[src/rtl/aes_key_schedule_ctrl_pkg.sv]
// Shared definitions for the AES-128 key schedule controller.
//   - state_t: controller FSM encoding (IDLE, PRESENT, DONE)
//   - AES_NUM_ROUNDS_128: last round index for AES-128
//   - rot_word: RotWord word rotation
//   - gf_mul / sbox_byte: GF(2^8) arithmetic used to build the S-box
package aes_key_schedule_ctrl_pkg;

  localparam int AES_NUM_ROUNDS_128 = 10;

  typedef enum logic [1:0] {
    ST_IDLE    = 2'd0,
    ST_PRESENT = 2'd1,
    ST_DONE    = 2'd2
  } state_t;

  // RotWord: rotate the word left by one byte.
  function automatic logic [31:0] rot_word(input logic [31:0] w);
    return {w[23:0], w[31:24]};
  endfunction

  // Multiply in GF(2^8) modulo x^8 + x^4 + x^3 + x + 1.
  function automatic logic [7:0] gf_mul(input logic [7:0] a, input logic [7:0] b);
    logic [7:0] p;
    logic [7:0] aa;
    p  = 8'h00;
    aa = a;
    for (int k = 0; k < 8; k++) begin
      if (b[k]) p = p ^ aa;
      aa = {aa[6:0], 1'b0} ^ (aa[7] ? 8'h1b : 8'h00);
    end
    return p;
  endfunction

  // AES S-box: multiplicative inverse (x^254, so 0 maps to 0) followed by
  // the affine transform. The inverse is the product x^2 * x^4 * ... * x^128.
  function automatic logic [7:0] sbox_byte(input logic [7:0] x);
    logic [7:0] sq;
    logic [7:0] inv;
    sq  = gf_mul(x, x);
    inv = sq;
    for (int k = 0; k < 6; k++) begin
      sq  = gf_mul(sq, sq);
      inv = gf_mul(inv, sq);
    end
    return inv ^ {inv[6:0], inv[7]} ^ {inv[5:0], inv[7:6]} ^
           {inv[4:0], inv[7:5]} ^ {inv[3:0], inv[7:4]} ^ 8'h63;
  endfunction

endpackage

[src/rtl/aes_key_expand_step.sv]
// One combinational step of AES-128 key expansion.
//   prev_key in  128 previous round key, [127:96] is w0
//   round    in  4   round index r (1..10) of the key being produced
//   next_key out 128 round key r, same word order
module aes_key_expand_step
  import aes_key_schedule_ctrl_pkg::*;
(
  input  logic [127:0] prev_key,
  input  logic [3:0]   round,
  output logic [127:0] next_key
);

  logic [31:0] w0, w1, w2, w3;
  logic [31:0] rot, sub, t;
  logic [31:0] n0, n1, n2, n3;
  logic [7:0]  rcon;
  logic [3:0]  rcon_idx;

  assign w0 = prev_key[127:96];
  assign w1 = prev_key[95:64];
  assign w2 = prev_key[63:32];
  assign w3 = prev_key[31:0];

  // Round r uses the constant at table index r-1.
  assign rcon_idx = round - 4'd1;

  round_constants u_rcon (
    .i    (rcon_idx),
    .rcon (rcon)
  );

  assign rot = rot_word(w3);

  for (genvar b = 0; b < 4; b++) begin : g_sbox
    aes_sbox u_sbox (
      .din  (rot[8*b +: 8]),
      .dout (sub[8*b +: 8])
    );
  end

  assign t  = sub ^ {rcon, 24'h000000};
  assign n0 = w0 ^ t;
  assign n1 = w1 ^ n0;
  assign n2 = w2 ^ n1;
  assign n3 = w3 ^ n2;

  assign next_key = {n0, n1, n2, n3};

endmodule

[src/rtl/aes_sbox.sv]
// Single-byte AES S-box (combinational).
//   din  in  8  input byte
//   dout out 8  substituted byte
module aes_sbox
  import aes_key_schedule_ctrl_pkg::*;
(
  input  logic [7:0] din,
  output logic [7:0] dout
);

  assign dout = sbox_byte(din);

endmodule

[src/rtl/round_constants.sv]
// AES round constant lookup.
//   i    in  4  index 0..9 (round 1..10)
//   rcon out 8  round constant byte; 0 for unused indices
module round_constants (
  input  logic [3:0] i,
  output logic [7:0] rcon
);

  always_comb begin
    rcon = 8'h00;
    case (i)
      4'd0:    rcon = 8'h01;
      4'd1:    rcon = 8'h02;
      4'd2:    rcon = 8'h04;
      4'd3:    rcon = 8'h08;
      4'd4:    rcon = 8'h10;
      4'd5:    rcon = 8'h20;
      4'd6:    rcon = 8'h40;
      4'd7:    rcon = 8'h80;
      4'd8:    rcon = 8'h1b;
      4'd9:    rcon = 8'h36;
      default: rcon = 8'h00;
    endcase
  end

endmodule

[src/rtl/aes_key_schedule_ctrl.sv]
// AES-128 on-the-fly key schedule sequencer. Loads a cipher key on start and
// streams round keys 0..10 to the consumer, computing each from the previous.
//   clk       in  1   system clock, rising edge
//   rst       in  1   synchronous active-high reset
//   start     in  1   begin expansion of key_in (honoured only in IDLE)
//   key_in    in  128 cipher key, [127:96] is w0
//   rk_ready  in  1   consumer accepts the current round key
//   rk_valid  out 1   round_key / rk_round valid
//   round_key out 128 current round key
//   rk_round  out 4   round index of round_key
//   busy      out 1   high from accepted start through the done cycle
//   done      out 1   one-cycle pulse after round 10 is accepted
//
// Handshake: a round key transfers on a cycle where rk_valid && rk_ready at
// the rising edge. While rk_valid is high and rk_ready is low, round_key and
// rk_round are held unchanged; rk_valid never drops without a transfer.
module aes_key_schedule_ctrl
  import aes_key_schedule_ctrl_pkg::*;
#(
  parameter int NUM_ROUNDS = 10,
  parameter int KEY_W      = 128
) (
  input  logic             clk,
  input  logic             rst,
  input  logic             start,
  input  logic [KEY_W-1:0] key_in,
  input  logic             rk_ready,
  output logic             rk_valid,
  output logic [KEY_W-1:0] round_key,
  output logic [3:0]       rk_round,
  output logic             busy,
  output logic             done
);

  localparam logic [3:0] LAST_ROUND = 4'(NUM_ROUNDS);

  state_t           state, state_d;
  logic             load, advance;
  logic [3:0]       next_round;
  logic [KEY_W-1:0] step_key;

  // Rcon index derives from the registered rk_round, not from rk_ready.
  assign next_round = rk_round + 4'd1;

  aes_key_expand_step u_step (
    .prev_key (round_key),
    .round    (next_round),
    .next_key (step_key)
  );

  always_ff @(posedge clk) begin
    if (rst) begin
      state     <= ST_IDLE;
      round_key <= '0;
      rk_round  <= 4'd0;
    end else begin
      state <= state_d;
      if (load) begin
        round_key <= key_in;
        rk_round  <= 4'd0;
      end else if (advance) begin
        round_key <= step_key;
        rk_round  <= next_round;
      end
    end
  end

  always_comb begin
    state_d  = state;
    load     = 1'b0;
    advance  = 1'b0;
    rk_valid = 1'b0;
    busy     = 1'b0;
    done     = 1'b0;
    case (state)
      ST_IDLE: begin
        if (start) begin
          load    = 1'b1;
          state_d = ST_PRESENT;
        end
      end
      ST_PRESENT: begin
        rk_valid = 1'b1;
        busy     = 1'b1;
        if (rk_ready) begin
          if (rk_round == LAST_ROUND) state_d = ST_DONE;
          else                        advance = 1'b1;
        end
      end
      ST_DONE: begin
        busy    = 1'b1;
        done    = 1'b1;
        state_d = ST_IDLE;
      end
      default: state_d = ST_IDLE;
    endcase
  end

  a_round_range: assert property (@(posedge clk) disable iff (rst)
    rk_round <= 4'(AES_NUM_ROUNDS_128));

endmodule

[config.mk]
export PLATFORM = sky130hd
export DESIGN_NAME = aes_key_schedule_ctrl
export DESIGN_NICKNAME = d
export VERILOG_FILES = /design/src/rtl/aes_key_schedule_ctrl_pkg.sv /design/src/rtl/aes_key_expand_step.sv /design/src/rtl/aes_sbox.sv /design/src/rtl/round_constants.sv /design/src/rtl/aes_key_schedule_ctrl.sv
export SDC_FILE = /design/constraint.sdc
export NUM_CORES = 2
export LEC_CHECK = 0
export ABC_CLOCK_PERIOD_IN_PS = 17300
export BUFFER_PORTS_ARGS = -buffer_cell sky130_fd_sc_hd__clkbuf_2
export CELL_PAD_IN_SITES_DETAIL_PLACEMENT = 0
export CELL_PAD_IN_SITES_GLOBAL_PLACEMENT = 2
export CORE_UTILIZATION = 39
export DETAILED_ROUTE_END_ITERATION = 12
export PLACE_DENSITY_LB_ADDON = 0.1
export SYNTH_ARGS = -nofsm -noshare
export SYNTH_HDL_FRONTEND = slang
export SYNTH_SLANG_ARGS = --single-unit
[constraint.sdc]
create_clock -name clk -period 17.3 [get_ports clk]
set_clock_uncertainty 0.15 [all_clocks]
set_input_delay 1.73 -clock clk [delete_from_list [all_inputs] [get_ports clk]]
set_output_delay 1.73 -clock clk [all_outputs]
set_load 0.005 [all_outputs]
# ---- Word level (Yosys, flattened, before mapping)
# Memories as Yosys holds them, arrays and structs flattened.
# Cells that the tools add are included.
dict set report totals {
  romBits 128
  out_inout_bits 135
  word_cells 1508
  n_memories 1
  regBits 134
  in_bits 132
}
# memory words width rd rd_clocked_by_memory_dff wr line_no
set memory_table {}
lappend memory_table {{(no name shown)} 16 8 1 0 0 round_constants.sv:11} ;# case (i)
dict set report classes {
  n_reduce_logical 5
  n_eq_ne 6
  bitwise 725
  muxes 766
  add_sub_neg 2
}
# cell count
set ops {}
lappend ops {{$mux 8} 416}
lappend ops {{$xor 8x8->8} 380}
lappend ops {{$xor 8x5->8} 336}
lappend ops {{$mux 5} 336}
lappend ops {{$mux 128} 2}
lappend ops {{$xor 32x32->32} 5}
lappend ops {{$not 4->4} 4}
lappend ops {{$mux 1} 8}
lappend ops {{$mux 2} 3}
lappend ops {{$ne 2x2->1 const B} 3}
lappend ops {{$add 4x1->4 const B} 1}
lappend ops {{$eq 4x4->1 const B} 1}
lappend ops {{$pmux 2 s2} 1}
lappend ops {{$reduce_or 2->1} 2}
lappend ops {{$sub 4x1->4 const B} 1}
lappend ops {{$reduce_and 3->1} 1}
lappend ops {{$eq 2x1->1 const B} 1}
lappend ops {{$eq 2x2->1 const B} 1}
lappend ops {{$logic_not 2->1} 1}
lappend ops {{$reduce_bool 2->1} 1}

# ---- Logic depth before layout (Yosys ltp)
dict set report depth {
  ltp_word 139
  ltp_mapped 69
  depth_no_buf 56
}

# ---- Cells and area by module
# From an unflattened synthesis, not the netlist that was laid out.
dict set report unflattened {
  hier_cells 8757
  area_unflattened_um2 69322.7
}
# module seq_area_each_um2 instances area_each_um2 cells_each
set modules_own_cells {}
lappend modules_own_cells {aes_sbox 0.0 4 15220.8 1942}
lappend modules_own_cells {aes_key_schedule_ctrl 2682.6 1 6386.1 789}
lappend modules_own_cells {aes_key_expand_step 0.0 1 1948.1 183}
lappend modules_own_cells {round_constants 0.0 1 105.1 17}

# ---- Least setup slack after synthesis
# Ideal clock, no wire load.
dict set report synth_timing {
  path_type {register to register}
  start {register round_key[16]}
  end {register round_key[24]}
  setup_time_ps 86
  stages_incl_launch_ff 66
  arrival_time_ps 15768
  period_less_slack_ps 16004
  path_buffers 12
  required_time_ps 17064
  path_slack_ps 1296
  cell_sequence {dfxtp_1 > ha_1 > buf_2 > nand2_1 > xnor2_1 > clkbuf_1 > inv_2 > clkbuf_1 > buf_1 > ha_1 > buf_1 > nand2_1 > xor2_1 > xnor3_1 > inv_1 > clkbuf_1 > clkbuf_1 > ha_1 > (+30 left out) > xor2_1 > xnor2_1 > mux2_1 > a32oi_1 > xnor2_1 > xnor2_2 > xnor2_2 > xnor3_1 > xnor2_1 > mux2_2 > o22ai_1 > xnor3_1 > xnor3_1 > xnor3_1 > xnor3_1 > nor2_1 > xnor2_1 > a211oi_1}
}
dict set report synth_via {
  elab_chain_cells 136
  elab_cells_between_ends 368
  classes_between {183 x mux; 185 x bitwise}
}
# item line_no
set synth_lines {}
lappend synth_lines {{start: declaration} aes_key_schedule_ctrl.sv:29} ;# output logic [KEY_W-1:0] round_key,
lappend synth_lines {{start signal: assignment} aes_key_schedule_ctrl.sv:59} ;# round_key <= key_in;
lappend synth_lines {{start signal: assignment} aes_key_schedule_ctrl.sv:62} ;# round_key <= step_key;
lappend synth_lines {{$mux 8} aes_key_schedule_ctrl_pkg.sv:28} ;# if (b[k]) p = p ^ aa;
lappend synth_lines {{$xor 8x8->8} aes_key_schedule_ctrl_pkg.sv:28}
lappend synth_lines {{$mux 8} aes_key_schedule_ctrl_pkg.sv:28}
lappend synth_lines {{$xor 8x8->8} aes_key_schedule_ctrl_pkg.sv:28}
lappend synth_lines {{$mux 8} aes_key_schedule_ctrl_pkg.sv:28}
lappend synth_lines {{$xor 8x8->8} aes_key_schedule_ctrl_pkg.sv:28}
lappend synth_lines {{$mux 8} aes_key_schedule_ctrl_pkg.sv:28}
lappend synth_lines {{$xor 8x8->8} aes_key_schedule_ctrl_pkg.sv:28}
lappend synth_lines {{(+120 left out)} -}
lappend synth_lines {{$not 4->4 (no source line) (*)} -}
lappend synth_lines {{$xor 32x32->32 (*)} aes_key_expand_step.sv:41} ;# assign t = sub ^ {rcon, 24'h000000};
lappend synth_lines {{$xor 32x32->32 (*)} aes_key_expand_step.sv:42} ;# assign n0 = w0 ^ t;
lappend synth_lines {{$xor 32x32->32 (*)} aes_key_expand_step.sv:43} ;# assign n1 = w1 ^ n0;
lappend synth_lines {{$xor 32x32->32 (*)} aes_key_expand_step.sv:44} ;# assign n2 = w2 ^ n1;
lappend synth_lines {{$xor 32x32->32 (*)} aes_key_expand_step.sv:45} ;# assign n3 = w3 ^ n2;
lappend synth_lines {{$mux 128 (*)} aes_key_schedule_ctrl.sv:61} ;# end else if (advance) begin
lappend synth_lines {{$mux 128 (*)} aes_key_schedule_ctrl.sv:58} ;# if (load) begin
# Mark *: on every way between the ends. The rest lies on a longest branch, timed or not. The select of a mux whose other input is x is not followed.
# A chain may end at the register's enable or synchronous reset.

# ---- Worst setup path in the final report
# Ends and elaborated chain as after synthesis.

==> out/results.ini <==
[yosys]
avgSynthCellArea_sq_um = 7.63
synth_top_area_share_pct = 20.4
synthCells = 8474
synthAdderAreaFrac_pct = 0.573
synth_cell_types = 142
synth_mux_area_share_pct = 4.14
synthFlopType = dfxtp_1
synth.cell_area_sq_mm = 0.0646
yosys.area_share.simple_pct = 20.3
synth_common_cells = xnor2_1 (1,507), nor2_1 (1,186), nand2_1 (984), a21oi_1 (523), xor2_1 (484)
synth_most_common_cell = xnor2_1
synth_top_family_by_area = XOR/XNOR gates
synthXorXnorAreaFrac_pct = 48.8
async_flop_share_pct = 0
ys_top_cells_by_area = xnor2_1 (20%), xnor3_1 (14%), nor2_1 (6.9%)
synth_seq_area_share_pct = 4.15
synth_compound_area_share_pct = 17.5
synth_top_area_cell = xnor2_1
synth_nets = 8634
synth_edf_count = 0
yosysWarnings = 0
synth_seq_cells = 134

[sta]
tightest_slew_ns = 1.35
finalCritPeriodShare_pct = 95.3
whs_ns = 0.393
setup_viol = 0
clock.fmax_mhz = 60.6
finalCriticalPeriod_ns = 16.49
relSlewSlack_pct = 9.34
hold_viol = 0
drv_slew = 0

[floorplan]
core_area_sq_mm = 0.165
die_area_sq_mm = 0.167
initial_core_util_pct = 39.2
die_h_um = 409
die_w_um = 409
row_count = 149
pin_count = 267

[route]
drtIter0Drc = 4507
wl_um = 237000
drc = 0
num_vias = 60565
ant_nets = 0
drtPass1Iterations = 6
avgRoutedWirePerCell_um = 21.8
viasPerCell = 5.58

[critical_path]
r2r_start = round_key[16]$_SDFFE_PP0P_
critPathLaunchType = flip-flop
critical-path-slowest-cell = xnor3_2
worstPathRequired_ns = 17.58
arrival_ns = 16.77
path_max_fanout = 12
r2r-end = round_key[24]$_SDFFE_PP0P_
end_kind = flip-flop
criticalPathCategory = flip-flop to flip-flop
slowest_delay_ns = 0.62
rrSetupSlack_ns = 0.81
reg2regPathDepth = 54

[status]
status = finished, final reports clean

[global_route]
overflow = 0
grt_max_degree = 74
antenna_found_initial = 1
grt_util_all_layers_pct = 27.4
grt_pass1_wl_um = 364000
grt_pass1_vias = 57917

[min_path]
min_path_cells = 2
hp-class = flip-flop to flip-flop
min_delay_worst_endpoint = state[1]$_SDFFE_PP0P_
min-delay-start = state[1]$_SDFFE_PP0P_

[cells_and_area]
fillers = 17143
area_delta_synth_final_pct = 10.1
finalNonFillerCells = 10852
fin_area_sq_mm = 0.0711
fin_util_pct = 43.2
drive_gt1_share_pct = 14.5
num_antenna_cells = 0
final_nets = 8810

[placed_design]
dp_hpwl_um = 182000
port-buffer-count = 266
post-place-cells = 10793
dpl_cell_area_sq_mm = 0.0700
place_congestion = 0.920

[cts]
clock_tree.root_cell = clkbuf_16
cts_htree_levels = 4
clkLatencyLatePin_ns = 0.54
clkTransAtPathRegs_ns = 0.07
cts_tree = yes
cts_buffers = 17
clock_path_buffers = 2
cts.sinks = 134

[run]
cap_violations = 0

[per-stage QoR]
stage / TNS, ns / setup WS, ns
6_report: 0 / 0.808
4_1_cts: 0 / 0.0232
2_1_floorplan: 0 / 1.30
3_3_place_gp: -0.153 / -0.0954
3_5_place_dp: -0.582 / -0.187
5_1_grt: -0.118 / -0.0357
[final cells by class]
| class | count | area (sq um) | share of cell area [%] |
|---|---|---|---|
| Multi-Input combinational cell | 7662 | 59900 | 84.2 |
| Timing Repair Buffer | 738 | 4890 | 6.88 |
| Sequential cell | 134 | 2690 | 3.77 |
| Clock buffer | 21 | 460 | 0.647 |
| Tap cell | 2189 | 2740 | 3.85 |
| Clock inverter | 11 | 101 | 0.142 |
| Inverter | 97 | 364 | 0.512 |
[cell families (layout without fill, tap and decap cells)]
kind of cell | after synthesis | in the layout
fa+ha+maj | 30 | 30
flops | 134 | 134
buf+inv | 678 | 867
mux | 257 | 257
simple gates | 3004 | 3004
xor+xnor | 2644 | 2644
compound gates | 1727 | 1727
[state kept, by name (all words and copies together) (netlist names)]
name	cells
round_key	128
rk_round	4
state	2
[layout by cell type (no fill, tap or decap), types with 40 or more instances in the layout]
cell type  count
xnor2_2      152
nand3_1      155
mux2_2        46
and2_1        54
clkbuf_2     265
o21ai_0      315
nand2_1      983
o211ai_1      75
nand2b_1      61
o22ai_1      101
xor2_1       466
or3_1         46
xnor3_1      381
xor2_2        46
a21oi_1      522
a22oi_1       42
nor2b_1       46
mux2i_1      202
dfxtp_1      132
a211oi_1     101
buf_4        471
nor3_1       228
inv_1         81
a31oi_1       78
nor2_1      1182
xor3_1        53
o21a_1        42
xnor3_2       40
xnor2_1     1451
[how the worst max path moves through the flow]
stage,endpoint,slack [ns],from
2_1_floorplan,round_key[24]$_SDFFE_PP0P_,1.30,round_key[16]$_SDFFE_PP0P_
3_3_place_gp,round_key[7]$_SDFFE_PP0P_,-0.1,round_key[24]$_SDFFE_PP0P_
3_5_place_dp,round_key[7]$_SDFFE_PP0P_,-0.19,round_key[24]$_SDFFE_PP0P_
4_1_cts,round_key[3]$_SDFFE_PP0P_,0.02,round_key[24]$_SDFFE_PP0P_
5_1_grt,round_key[27]$_SDFFE_PP0P_,-0.04,round_key[16]$_SDFFE_PP0P_
6_report,round_key[24]$_SDFFE_PP0P_,0.81,round_key[16]$_SDFFE_PP0P_
[layer usage]
metal / wire length [um] / track usage, % / vias to the layer above
met5: 13 / 0 / -
met4: 4360 / 5.48 / 2
met2: 112000 / 45.9 / 1413
li1: - / - / 29547
met3: 9480 / 1.97 / 168
met1: 111000 / 38.3 / 29435
[worst max-delay path: cells and delay by family (launching register included)]
kind,cells,cell delay [ns]
compound gates,4,0.74
xor+xnor,32,10.94
fa+ha+maj,2,0.95
buf+inv,4,0.81
flops,1,0.32
mux,5,1.70
simple gates,7,0.77
[timing repair]
action	in CTS	in global routing
endpoints found under the setup margin	9	85
resized for setup	5	60
pin swaps	0	11
hold buffers	0	0
buffers inserted	0	27
Power is not shown: default switching activity piles up to over one toggle a cycle in this logic, so the estimate is an artifact.
